File: config.mk
export PLATFORM = sky130hd
export DESIGN_NAME = pipe_in_fifo
export DESIGN_NICKNAME = d
export VERILOG_FILES = /design/src/rtl/pipe_in_fifo.sv
export SDC_FILE = /design/constraint.sdc
export NUM_CORES = 1
export LEC_CHECK = 0
export BUFFER_PORTS_ARGS = -buffer_cell sky130_fd_sc_hd__buf_2
export CORE_UTILIZATION = 60
export CTS_BUF_LIST = sky130_fd_sc_hd__clkbuf_16
export DETAILED_ROUTE_END_ITERATION = 7
export PLACE_DENSITY = 0.78
export SLEW_MARGIN = 20
export SYNTH_ARGS = -nofsm -noshare
export SYNTH_HDL_FRONTEND = slang
export SYNTH_SLANG_ARGS = --single-unit
File: constraint.sdc
create_clock -name ti_clk -period 5.7 [get_ports ti_clk]
set_input_delay 0.285 -clock ti_clk [delete_from_list [all_inputs] [get_ports ti_clk]]
set_output_delay 0.285 -clock ti_clk [all_outputs]
set_load 0.02 [all_outputs]
File: src/rtl/pipe_in_fifo.sv
// pipe_in_fifo: word FIFO with first-word-fall-through output behind the Input Pipe endpoint
// Ports:
//   ti_clk, ti_reset_n       clock, async active-low reset
//   ep_write, ep_dataout     write strobe and data from the pipe endpoint
//   ep_ready                 at least BLOCK_WORDS free slots
//   dout, dout_valid         head word and its valid flag
//   dout_ready               consumer accepts the head word
//   flush                    discard all contents
//   ovf_clear                clear the sticky overflow flag
//   level                    occupancy including the output register
//   overflow                 sticky, set when a write is dropped
module pipe_in_fifo #(
  parameter int DEPTH_LOG2  = 4,
  parameter int BLOCK_WORDS = 4
) (
  input  logic                  ti_clk,
  input  logic                  ti_reset_n,
  input  logic                  ep_write,
  input  logic [31:0]           ep_dataout,
  output logic                  ep_ready,
  output logic [31:0]           dout,
  output logic                  dout_valid,
  input  logic                  dout_ready,
  input  logic                  flush,
  input  logic                  ovf_clear,
  output logic [DEPTH_LOG2:0]   level,
  output logic                  overflow
);
  localparam int DEPTH = 2 ** DEPTH_LOG2;
  localparam int LW = DEPTH_LOG2 + 1;
  localparam int PW = DEPTH_LOG2;
  localparam logic [LW-1:0] FULL = LW'(DEPTH);
  localparam logic [LW-1:0] READY_MAX = LW'(DEPTH - BLOCK_WORDS);

  if (BLOCK_WORDS < 1 || BLOCK_WORDS > DEPTH) begin : g_bad_block
    $error("pipe_in_fifo: BLOCK_WORDS must be in 1..DEPTH");
  end

  logic [31:0]   mem [DEPTH];
  logic [LW-1:0] level_q, level_d;
  logic [PW-1:0] wr_ptr_q, wr_ptr_d, rd_ptr_q, rd_ptr_d;
  logic [31:0]   dout_q, dout_d;
  logic          overflow_q, overflow_d;
  logic          pop, push, drop, full, buf_empty, bypass, buf_wr, buf_rd;

  // The buffer holds level-1 words whenever dout is valid, so it is empty at level <= 1.
  always_comb begin
    pop        = dout_valid && dout_ready && !flush;
    full       = level_q == FULL;
    push       = ep_write && !flush && (!full || pop);
    drop       = ep_write && !flush && full && !pop;
    buf_empty  = level_q < LW'(2);
    bypass     = push && (!dout_valid || (pop && buf_empty));
    buf_wr     = push && !bypass;
    buf_rd     = pop && !buf_empty;
    level_d    = flush ? '0 : level_q + LW'(push) - LW'(pop);
    wr_ptr_d   = flush ? '0 : wr_ptr_q + PW'(buf_wr);
    rd_ptr_d   = flush ? '0 : rd_ptr_q + PW'(buf_rd);
    dout_d     = bypass ? ep_dataout : buf_rd ? mem[rd_ptr_q] : dout_q;
    overflow_d = drop ? 1'b1 : ovf_clear ? 1'b0 : overflow_q;
  end

  always_ff @(posedge ti_clk or negedge ti_reset_n) begin
    if (!ti_reset_n) begin
      level_q    <= '0;
      wr_ptr_q   <= '0;
      rd_ptr_q   <= '0;
      dout_q     <= '0;
      overflow_q <= 1'b0;
    end else begin
      level_q    <= level_d;
      wr_ptr_q   <= wr_ptr_d;
      rd_ptr_q   <= rd_ptr_d;
      dout_q     <= dout_d;
      overflow_q <= overflow_d;
    end
  end

  always_ff @(posedge ti_clk) begin
    if (buf_wr) mem[wr_ptr_q] <= ep_dataout;
  end

  assign level      = level_q;
  assign dout       = dout_q;
  assign dout_valid = level_q != '0;
  assign overflow   = overflow_q;
  assign ep_ready   = level_q <= READY_MAX;
endmodule

# Word-level counts from Yosys, hierarchy flattened
# Memory sizes are Yosys's and may differ from the RTL's.
# Cells that the tools add are included.
[word_totals]
mem_count = 1
wordCells = 43
register_bits = 46
out_inout_bits = 40
input_bits = 38
ramBits = 512
[op_classes]
muxes = 9
n_addsub = 4
n_eq_ne = 1
reduce_logical = 21
magnitude_cmp = 2
[memory_table]
columns = ["memory", "depth", "width", "read_ports", "rd_clocked_by_memory_dff", "wr", "line_no", "text"]
rows = [
  ["mem", 16, 32, 1, 0, 1, "39", "logic [31:0] mem [DEPTH];"],
]
[op_table]
columns = ["op", "count"]
rows = [
  ["2-to-1 mux 32 bit", 2],
  ["logical AND 1 bit", 10],
  ["adder 4 x 1 -> 4 bit", 2],
  ["2-to-1 mux 4 bit", 2],
  ["zero test 1 bit", 6],
  ["adder 5 x 1 -> 5 bit", 1],
  ["equality test 5 bit (second input constant)", 1],
  ["less-or-equal comparator 5 x 4 -> 1 bit (second input constant)", 1],
  ["less-than comparator 5 x 2 -> 1 bit (second input constant)", 1],
  ["2-to-1 mux 5 bit", 1],
  ["nonzero test 5 bit", 1],
  ["subtractor 5 x 1 -> 5 bit", 1],
  ["2-to-1 mux 1 bit", 4],
  ["nonzero test 2 bit", 2],
  ["logical OR 1 bit", 2],
]

# Longest topological paths before layout
# Gate-level depths: netlist of the first run.
[logic_depth]
depth_word = 10
depth_mapped = 14
depth_no_buf = 14

# Least setup slack after synthesis of the first run
# Ideal clock, no wire load.
[synth_path]
kind = "reg-to-reg"
start = "register level_q[1], in the netlist level[1]"
end = "memory mem[1][0], enable pin"
slack_ps = 1466
path_stages_with_launch = 6
t_arrival_ps = 3773
setup_ps = 461
path_cell_list = "dfrtp_1 inv_1 ha_1 a41oi_1 nand4b_1 nor3_1"
[synth_between]
elab_chain_len = 10
word_cells_on_any_way = 16
classes_between = "order compare (1); eq/ne (1); mux (2); reduce/logical (12)"
[synth_rtl]
columns = ["element", "line_no", "text"]
rows = [
  ["start, declared", "40", "logic [LW-1:0] level_q, level_d;"],
  ["start signal, assigned", "71", "level_q <= level_d;"],
  ["parallel branches: the longest is 7 deep, another holds less-than comparator 5 x 2 -> 1 bit", "n/a", ""],
  ["logical AND 1 bit *", "54", "buf_wr = push && !bypass;"],
  ["2-to-1 mux 1 bit *", "80", "if (buf_wr) mem[wr_ptr_q] <= ep_dataout;"],
  ["2-to-1 mux 1 bit (not written as such) *", "80", ""],
  ["end, declared", "39", ""],
]
# Every way passes the cells marked *.

# Final worst setup path of the first run
[layout_path]
start = "register level_q[1], in the netlist level[1]"
end = "memory mem[7][18], enable pin"
# Same word-level chain as after synthesis.

==> flow_metrics.py, run 1 <==
metrics = {
    "status": {
        "status": "completed",
    },
    "layout": {
        "diodes": 0,
        "drive_gt1_frac": 0.261,
        "nNetsFinal": 1125,
        "final_cells": 1578,
        "final_area_sq_mm": 0.0245,
        "post-route-util": 0.688,
        "area_delta_synth_final_pct": 12.8,
    },
    "floorplanning": {
        "core_area_sq_mm": 0.0356,
        "fp.dieH_microns": 192,
        "die_area_sq_mm": 0.0369,
        "start_util": 0.610,
        "die_w_microns": 192,
        "rows": 69,
        "ios": 78,
    },
    "critical_path": {
        "rrSetupSlack_ns": 2.19,
        "startpoint": "level[1]",
        "slowest_delay_ns": 1.00,
        "crit_family": "simple AND/OR/NAND/NOR gates",
        "r2r_end": "mem[7][18]",
        "critical_path.slowest_cell": "nor2_4",
        "end_kind": "flip-flop",
        "cp.arrival_ns": 3.71,
        "worst-path-max-fanout": 32,
        "cp.required_ns": 5.90,
        "path_buf_inv": 1,
        "path_class": "reg2reg",
        "path_cells": "inv_1 > ha_1 > a41oi_1 > nand4_1 > nor2_4",
        "crit_path_start_kind": "flip-flop",
        "rr_startpoint": "level[1]",
        "rr_worst_depth": 5,
    },
    "routing": {
        "ant_nets": 0,
        "wl_per_cell_microns": 27.9,
        "vias": 10397,
        "dr.pass1.iters": 5,
        "drc": 0,
        "totalWireLength_mm": 44.0,
        "first_iter_violations": 870,
        "viasPerCell": 6.59,
    },
    "sta": {
        "tightest_slew_ns": 1.12,
        "setup_slack_ns": 2.19,
        "fin_setup_tns_ns": 0,
        "finalCritPeriodShare": 0.616,
        "max_clock_freq_mhz": 285,
        "rsz0062_at_grt": "false",
        "whs_ns": 0.0434,
        "hold_violations": 0,
        "slew_violations": 0,
        "relSlewSlack": 0.255,
        "setup_violations": 0,
        "fin_skew_ns": 0.0218,
        "period_minus_slack_ns": 3.51,
    },
    "logic_synthesis": {
        "yosysTopAreaCellShare": 0.709,
        "synthArstFlopShare": 0.0824,
        "synth-seq-area-share": 0.762,
        "synthTopCellsByArea": "edfxtp_1 (71%), mux4_2 (9.6%), dfrtp_1 (5.3%), mux4_1 (4.4%), a22oi_1 (2.2%)",
        "synth_top_area_cell": "edfxtp_1",
        "netlist_instances": 969,
        "syn_nets": 1022,
        "ys_top_cells_by_count": "edfxtp_1 (512), mux4_2 (92), a22oi_1 (64)",
        "synth_edf_count": 512,
        "ys_warn_count": 0,
        "ys.flop_type": "edfxtp_1",
        "synth_seq_cells": 558,
        "synth_most_common_cell": "edfxtp_1",
        "syn_area_sq_mm": 0.0217,
        "avgSynthCellArea_sq_um": 22.4,
        "yosys.cell_types.count": 42,
    },
    "clock_tree": {
        "ctsLongestPathBuffers": 3,
        "cts_setup_buffers": 0,
        "hold_buffers": 2,
        "clk_pin_slew_ns": 0.06,
        "root_buffer": "clkbuf_16",
        "cts.sinks": 558,
        "cts.repair.resized": 0,
        "tritoncts": "yes",
        "clk-insertion-delay-late_ns": 0.59,
        "htree_levels": 2,
        "cts_made_buffers": 53,
    },
    "min_path": {
        "hold_path_depth": 3,
        "hp-start": "ep_write",
        "whs_endpoint": "overflow",
        "hp-class": "in2reg",
    },
    "global_routing": {
        "grt_antenna_before_repair": 0,
        "grt_start_max_net_pins": 69,
        "grt_usage": 0.244,
        "grt_pass1_wl_mm": 64.9,
        "overflow": 0,
        "grt_pass1_vias": 10624,
    },
    "pwr": {
        "power.density_mw_per_mm2": 390,
        "power_mw": 9.54,
        "p_leak_nw": 7.98,
        "peakVddDrop_uv": 306,
    },
    "run": {
        "max-cap-violations": 0,
    },
    "placed_design": {
        "io_buffers": 77,
        "routabilityCongestion": 0.772,
        "dpl_worst_slack_ns": 1.86,
        "dpl.cell_count": 1465,
        "placed_area_sq_mm": 0.0225,
        "hpwl_mm": 22.5,
    },
}
## worst max path at each step
stage | to | slack [ns] | cells past startpoint
after floorplan | mem[1][0] | 1.47 | 5
after global placement | mem[0][10] | 2.02 | 6
after detailed placement | mem[0][7] | 1.86 | 6
after CTS | mem[0][10] | 1.87 | 6
after global routing | mem[7][18] | 1.97 | 5
final | mem[7][18] | 2.19 | 5
## layer usage
| metal | share of wire | global-route usage | routed length [microns] |
|---|---|---|---|
| met5 | 0 | 0 | 0 |
| met4 | 0.015 | 0.0581 | 672 |
| met3 | 0.064 | 0.0426 | 2820 |
| met2 | 0.51 | 0.403 | 22500 |
| met1 | 0.41 | 0.343 | 18000 |
## state kept, by name, summed over array words and instances, names as in the netlist
register	cells
mem	512
dout	32
level	5
rd_ptr_q	4
wr_ptr_q	4
overflow	1
## cell type report
| class | instances | area [sq um] |
|---|---|---|
| flip-flops and latches | 558 | 16500 |
| clock buffers | 55 | 1380 |
| inverters | 13 | 48.8 |
| clock inverters | 45 | 246 |
| multi-input cells | 343 | 4870 |
| repair buffers | 103 | 811 |
| fillers | 2125 | 11100 |
| well taps | 461 | 577 |
## cells by family after synthesis
| group | share of synthesized area |
|---|---|
| muxes | 0.139 |
| AOI/OAI and AO/OA | 0.0522 |
| and+or+nand+nor | 0.0137 |
| DFF | 0.762 |
| buffers and inverters | 0.0209 |
| adders and majority gates | 0.00900 |
| xor gates and xnor gates | 0.00283 |
## worst min-delay path: cells and delay by family
family	cells	cell delay, ns
and+or+nand+nor	1	0.10
AOI/OAI and AO/OA	1	0.07
buffers and inverters	1	0.12
## placed cells by master, fill, tap and decap left out, types with 6 or more instances in the layout
master and count:
a221o_1 32, a21boi_1 32, nor2_4 14, a22oi_1 64, ha_1 14, dfrtp_1 44
buf_2 77, buf_16 9, edfxtp_1 512, buf_4 11, inv_1 26, mux4_1 36
clkbuf_16 55, mux4_2 92, clkinv_1 18, nor2_1 9, clkinv_2 6
## report_power, final
| part | leakage, nW | switching [mW] | total, mW | internal [mW] |
|---|---|---|---|---|
| logic | 1.94 | 0.786 | 1.46 | 0.675 |
| clock network | 0.847 | 1.46 | 3.29 | 1.83 |
| registers | 5.20 | 0.142 | 4.79 | 4.65 |
| total | 7.98 | 2.39 | 9.54 | 7.15 |
Note: power is estimated with default switching activity, not from simulation.
==> run 2: changes to the inputs <==
Clock period 5.7 ns to 3.25 ns, I/O delays scaled along.
==> run 2 against run 1 <==
Critical path depth up 1. Die area unchanged. Clock power up 79%. Sequential share of layout area down 1.4 points. Core utilization up 1.4 points. Global-route usage up 2.2 points. Combinational power up 86%. Clock skew down 0.0020 ns. Critical endpoint is now mem[0][12]. Largest cell class unchanged.
==> flow_metrics.py, run 2 (same netlist as run 1, synthesis figures left out) <==
metrics = {
    "floorplanning": {
        "rows": 69,
        "start_util": 0.610,
        "core_area_sq_mm": 0.0356,
        "die_w_microns": 192,
        "fp.dieH_microns": 192,
        "die_area_sq_mm": 0.0369,
        "ios": 78,
    },
    "clock_tree": {
        "tritoncts": "yes",
        "root_buffer": "clkbuf_16",
        "cts_made_buffers": 52,
        "clk_pin_slew_ns": 0.06,
        "ctsLongestPathBuffers": 3,
        "clk-insertion-delay-late_ns": 0.57,
        "htree_levels": 2,
        "cts.sinks": 558,
    },
    "global_routing": {
        "grt_start_max_net_pins": 59,
        "grt_antenna_before_repair": 0,
        "grt_usage": 0.265,
        "grt_pass1_vias": 11016,
        "grt_pass1_wl_mm": 69.7,
        "overflow": 0,
    },
    "sta": {
        "setup_violations": 0,
        "relSlewSlack": 0.338,
        "finalCritPeriodShare": 0.915,
        "setup_slack_ns": 0.277,
        "whs_ns": 0.234,
        "fin_setup_tns_ns": 0,
        "tightest_slew_ns": 0.991,
        "period_minus_slack_ns": 2.97,
        "rsz0062_at_grt": "false",
        "slew_violations": 0,
        "max_clock_freq_mhz": 336,
        "hold_violations": 0,
        "fin_skew_ns": 0.0199,
    },
    "status": {
        "status": "completed",
    },
    "layout": {
        "final_area_sq_mm": 0.0250,
        "area_delta_synth_final_pct": 15.2,
        "nNetsFinal": 1178,
        "largest_reg_flops": 512,
        "final_cells": 1629,
        "diodes": 0,
        "regArea_sq_mm": 0.0165,
        "final_cell_mix": "edfxtp_1 (512), mux4_2 (92), buf_2 (77)",
        "layout_commonest_cell": "edfxtp_1",
        "multi_input_comb_area_sq_mm": 0.00489,
        "top_register": "mem",
        "drive_gt1_frac": 0.268,
        "post-route-util": 0.702,
        "fillCellCount": 2114,
    },
    "pwr": {
        "peakVddDrop_uv": 566,
        "p_int_mw": 12.8,
        "power_frac_clock": 0.347,
        "power_mw": 17.0,
        "p_leak_nw": 8.21,
        "power.density_mw_per_mm2": 681,
        "seqPwrFrac": 0.493,
        "swShare": 0.248,
        "switching_power_mw": 4.22,
        "comb_power_share": 0.160,
    },
    "placed_design": {
        "routabilityCongestion": 0.769,
        "hpwl_mm": 25.0,
        "dpl_worst_slack_ns": 0.324,
        "dpl.cell_count": 1496,
        "placed_area_sq_mm": 0.0230,
        "io_buffers": 77,
    },
    "routing": {
        "wl_per_cell_microns": 28.9,
        "viasPerCell": 6.56,
        "first_iter_violations": 1076,
        "totalWireLength_mm": 47.1,
        "drc": 0,
        "vias": 10692,
        "dr.pass1.iters": 5,
        "ant_nets": 0,
    },
    "critical_path": {
        "worst-path-max-fanout": 32,
        "cp.required_ns": 3.49,
        "slowest_delay_ns": 0.64,
        "path_class": "reg2reg",
        "cp.arrival_ns": 3.21,
        "r2r_end": "mem[0][12]",
        "end_kind": "flip-flop",
        "rrSetupSlack_ns": 0.28,
        "worstSetupPathDepth": 6,
        "rr_startpoint": "level[1]",
        "rr_worst_depth": 6,
        "crit_path_start_kind": "flip-flop",
        "path_buf_inv": 2,
        "critical_path.slowest_cell": "or4b_4",
        "path_cells": "inv_1 > ha_1 > a41oi_1 > or4b_4 > nor3_4 > buf_12",
        "crit_family": "simple AND/OR/NAND/NOR gates",
    },
    "run": {
        "max-cap-violations": 0,
    },
    "min_path": {
        "hp-class": "in2async",
    },
}
[run 2: worst max-delay path by stage]
stage                  start           to  slack, ns
floorplan           level[1]   mem[12][0]      -0.42
global placement    level[1]   mem[0][15]       0.41
detailed placement  level[1]  mem[12][19]       0.32
CTS                 level[1]    mem[4][3]       0.28
global route        level[2]     level[4]       0.09
finish              level[1]   mem[0][12]       0.28
[run 2: final cells by class]
| cell class | instances | share of cell area |
|---|---|---|
| Timing Repair Buffer | 157 | 0.0506 |
| Sequential cell | 558 | 0.662 |
| Tap cell | 461 | 0.0231 |
| Clock inverter | 45 | 0.0144 |
| Multi-Input combinational cell | 343 | 0.196 |
| Clock buffer | 52 | 0.0521 |
| Inverter | 13 | 0.00195 |
[run 2: power groups by stage]
stage / clock network (mW) / registers, mW / logic, mW
after CTS: 5.95 / 8.39 / 2.74
final: 5.90 / 8.39 / 2.72
after global routing: 6.24 / 8.42 / 2.92
after global placement: 0 / 8.51 / 2.64
after floorplan: 0 / 8.71 / 1.73
after detailed placement: 0 / 8.53 / 2.67
[run 2: timing repair]
action                                 4_1_cts  5_1_grt
hold buffers                                36        0
endpoints found under the hold margin      526        0
buffers inserted                             0        0
gates resized for setup                      0        0
[run 2: layer usage]
layer  wire, microns  up-vias  part of all wire  GRT usage
met5               0        -                 0          0
met4            1180        0             0.025     0.0830
met3            3410       97             0.072     0.0464
met2           23900      536              0.51      0.440
met1           18600     5582              0.39      0.364
li1                -     4477                 -          -
==> run 3: changes to the inputs <==
Settings changed: CORE_UTILIZATION 60 to 40, PLACE_DENSITY 0.78 to unset.
==> run 3 against run 2 <==
Combinational power hardly changed. Sequential cell count did not move. Critical path depth is the same. First-iteration DRC count decreased by 13%. Critical endpoint is now mem[12][13]. Power is 1.4% higher. Sequential power hardly changed. Largest power group unchanged. Register-to-register slack improved by 0.05 ns. Design area rose by 1.8%. Largest cell class unchanged. Clock skew is 0.0018 ns higher.
==> flow_metrics.py, run 3 (same netlist as run 1, synthesis figures left out) <==
metrics = {
    "floorplanning": {
        "die_w_microns": 235,
        "rows": 84,
        "die_area_sq_mm": 0.0551,
        "core_area_sq_mm": 0.0531,
        "ios": 78,
        "fp.dieH_microns": 235,
        "start_util": 0.408,
    },
    "clock_tree": {
        "clk_pin_slew_ns": 0.06,
        "root_buffer": "clkbuf_16",
        "cts.sinks": 558,
        "tritoncts": "yes",
        "clk-insertion-delay-late_ns": 0.62,
        "cts_made_buffers": 55,
        "ctsLongestPathBuffers": 3,
        "htree_levels": 2,
    },
    "routing": {
        "ant_nets": 0,
        "wl_per_cell_microns": 25.4,
        "first_iter_violations": 936,
        "vias": 10354,
        "viasPerCell": 5.54,
        "drc": 0,
        "totalWireLength_mm": 47.5,
        "dr.pass1.iters": 5,
    },
    "sta": {
        "slew_violations": 0,
        "max_clock_freq_mhz": 342,
        "finalCritPeriodShare": 0.900,
        "setup_violations": 0,
        "rsz0062_at_grt": "false",
        "tightest_slew_ns": 0.971,
        "relSlewSlack": 0.353,
        "hold_violations": 0,
        "fin_skew_ns": 0.0217,
        "setup_slack_ns": 0.326,
        "period_minus_slack_ns": 2.92,
    },
    "global_routing": {
        "grt_pass1_wl_mm": 71.7,
        "grt_usage": 0.176,
        "overflow": 0,
        "grt_antenna_before_repair": 1,
        "grt_start_max_net_pins": 54,
        "grt_pass1_vias": 10964,
    },
    "pwr": {
        "p_leak_nw": 8.28,
        "power.density_mw_per_mm2": 678,
        "peakVddDrop_uv": 406,
        "power_mw": 17.2,
    },
    "placed_design": {
        "io_buffers": 77,
        "hpwl_mm": 27.0,
        "routabilityCongestion": 0.747,
        "dpl_worst_slack_ns": 0.357,
    },
    "min_path": {
        "hp-class": "in2async",
    },
    "layout": {
        "nNetsFinal": 1187,
        "drive_gt1_frac": 0.275,
        "largest_reg_flops": 512,
        "layout_commonest_cell": "edfxtp_1",
        "final_cell_mix": "edfxtp_1 (512), mux4_2 (92), buf_2 (77)",
        "area_delta_synth_final_pct": 17.2,
        "diodes": 0,
        "top_register": "mem",
    },
    "run": {
        "max-cap-violations": 0,
    },
    "critical_path": {
        "path_class": "reg2reg",
        "rr_worst_depth": 6,
        "path_cells": "inv_1 > ha_1 > a41oi_1 > or4b_4 > nor2_4 > buf_12",
        "end_kind": "flip-flop",
        "rr_startpoint": "level[1]",
        "critical_path.slowest_cell": "or4b_4",
        "crit_path_start_kind": "flip-flop",
        "startpoint": "level[1]",
        "slowest_delay_ns": 0.63,
        "cp.required_ns": 3.54,
        "worst-path-max-fanout": 32,
        "crit_path_end": "mem[12][13]",
        "r2r_end": "mem[12][13]",
        "rrSetupSlack_ns": 0.33,
        "cp.arrival_ns": 3.21,
    },
    "status": {
        "status": "completed",
    },
}
run 3: cell types whose count changed in the layout (fill, tap and decap cells not counted), sizes merged:
cell,change
buf,+6
clkinvlp,-1
clkinv,+12
clkbuf,+3
inv,-6
bufinv,-2
run 3: where the power goes:
part | leakage, nW | total [mW] | switching [mW] | internal (mW)
logic | 2.19 | 2.74 | 1.48 | 1.26
registers | 5.20 | 8.37 | 0.213 | 8.16
clock network | 0.897 | 6.14 | 2.72 | 3.42
total | 8.28 | 17.2 | 4.41 | 12.8
run 3: final cells by class:
class	instances	area (sq um)
clock buffers	55	1380
clock inverters	48	379
fillers	4289	27700
inverters	13	48.8
multi-input cells	343	4890
flip-flops and latches	558	16500
well taps	688	861
repair buffers	163	1330
run 3: how the worst min path moves through the flow:
stage	startpoint	end	slack [ns]	cells past startpoint
4_1_cts	ti_reset_n	dout[19]	0.24	2
6_report	ti_reset_n	dout[6]	0.24	2
5_1_grt	ti_reset_n	dout[4]	0.27	2
2_1_floorplan	ti_reset_n	dout[0]	-0.13	0
3_5_place_dp	ti_reset_n	dout[6]	0.36	1
3_3_place_gp	ti_reset_n	dout[6]	0.36	1
run 3: layer usage:
metal  GRT usage  routed length [microns]  vias up
li1            -                        -     4488
met1       0.252                    21300     5557
met2       0.281                    23100      253
met3      0.0301                     2310       56
met4      0.0407                      803        0
met5           0                        0        -
run 3: timing repair:
action | in CTS | in global routing
buffers inserted | 0 | 0
gates resized for setup | 0 | 0
endpoints found under the hold margin | 554 | 0
hold buffers | 36 | 0
run 3: critical path, delay by kind of cell, from the launching register on:
family,cells,cell delay [ns]
buf+inv,2,0.41
compound gates,1,0.55
simple gates,2,0.79
fa+ha+maj,1,0.29
flops,1,0.51
run 3: metrics by stage:
stage / setup TNS (ns) / cells / cell area (sq um) / hold WS [ns] / util
after global routing: 0 / 1868 / 25400 / 0.272 / 0.479
final: 0 / 1868 / 25400 / 0.239 / 0.479
after floorplan: -78.27 / 969 / 21700 / -0.133 / -
after global placement: 0 / 1729 / 23300 / 0.360 / 0.439
after CTS: 0 / 1868 / 25400 / 0.236 / 0.479
after detailed placement: 0 / 1729 / 23300 / 0.360 / 0.439
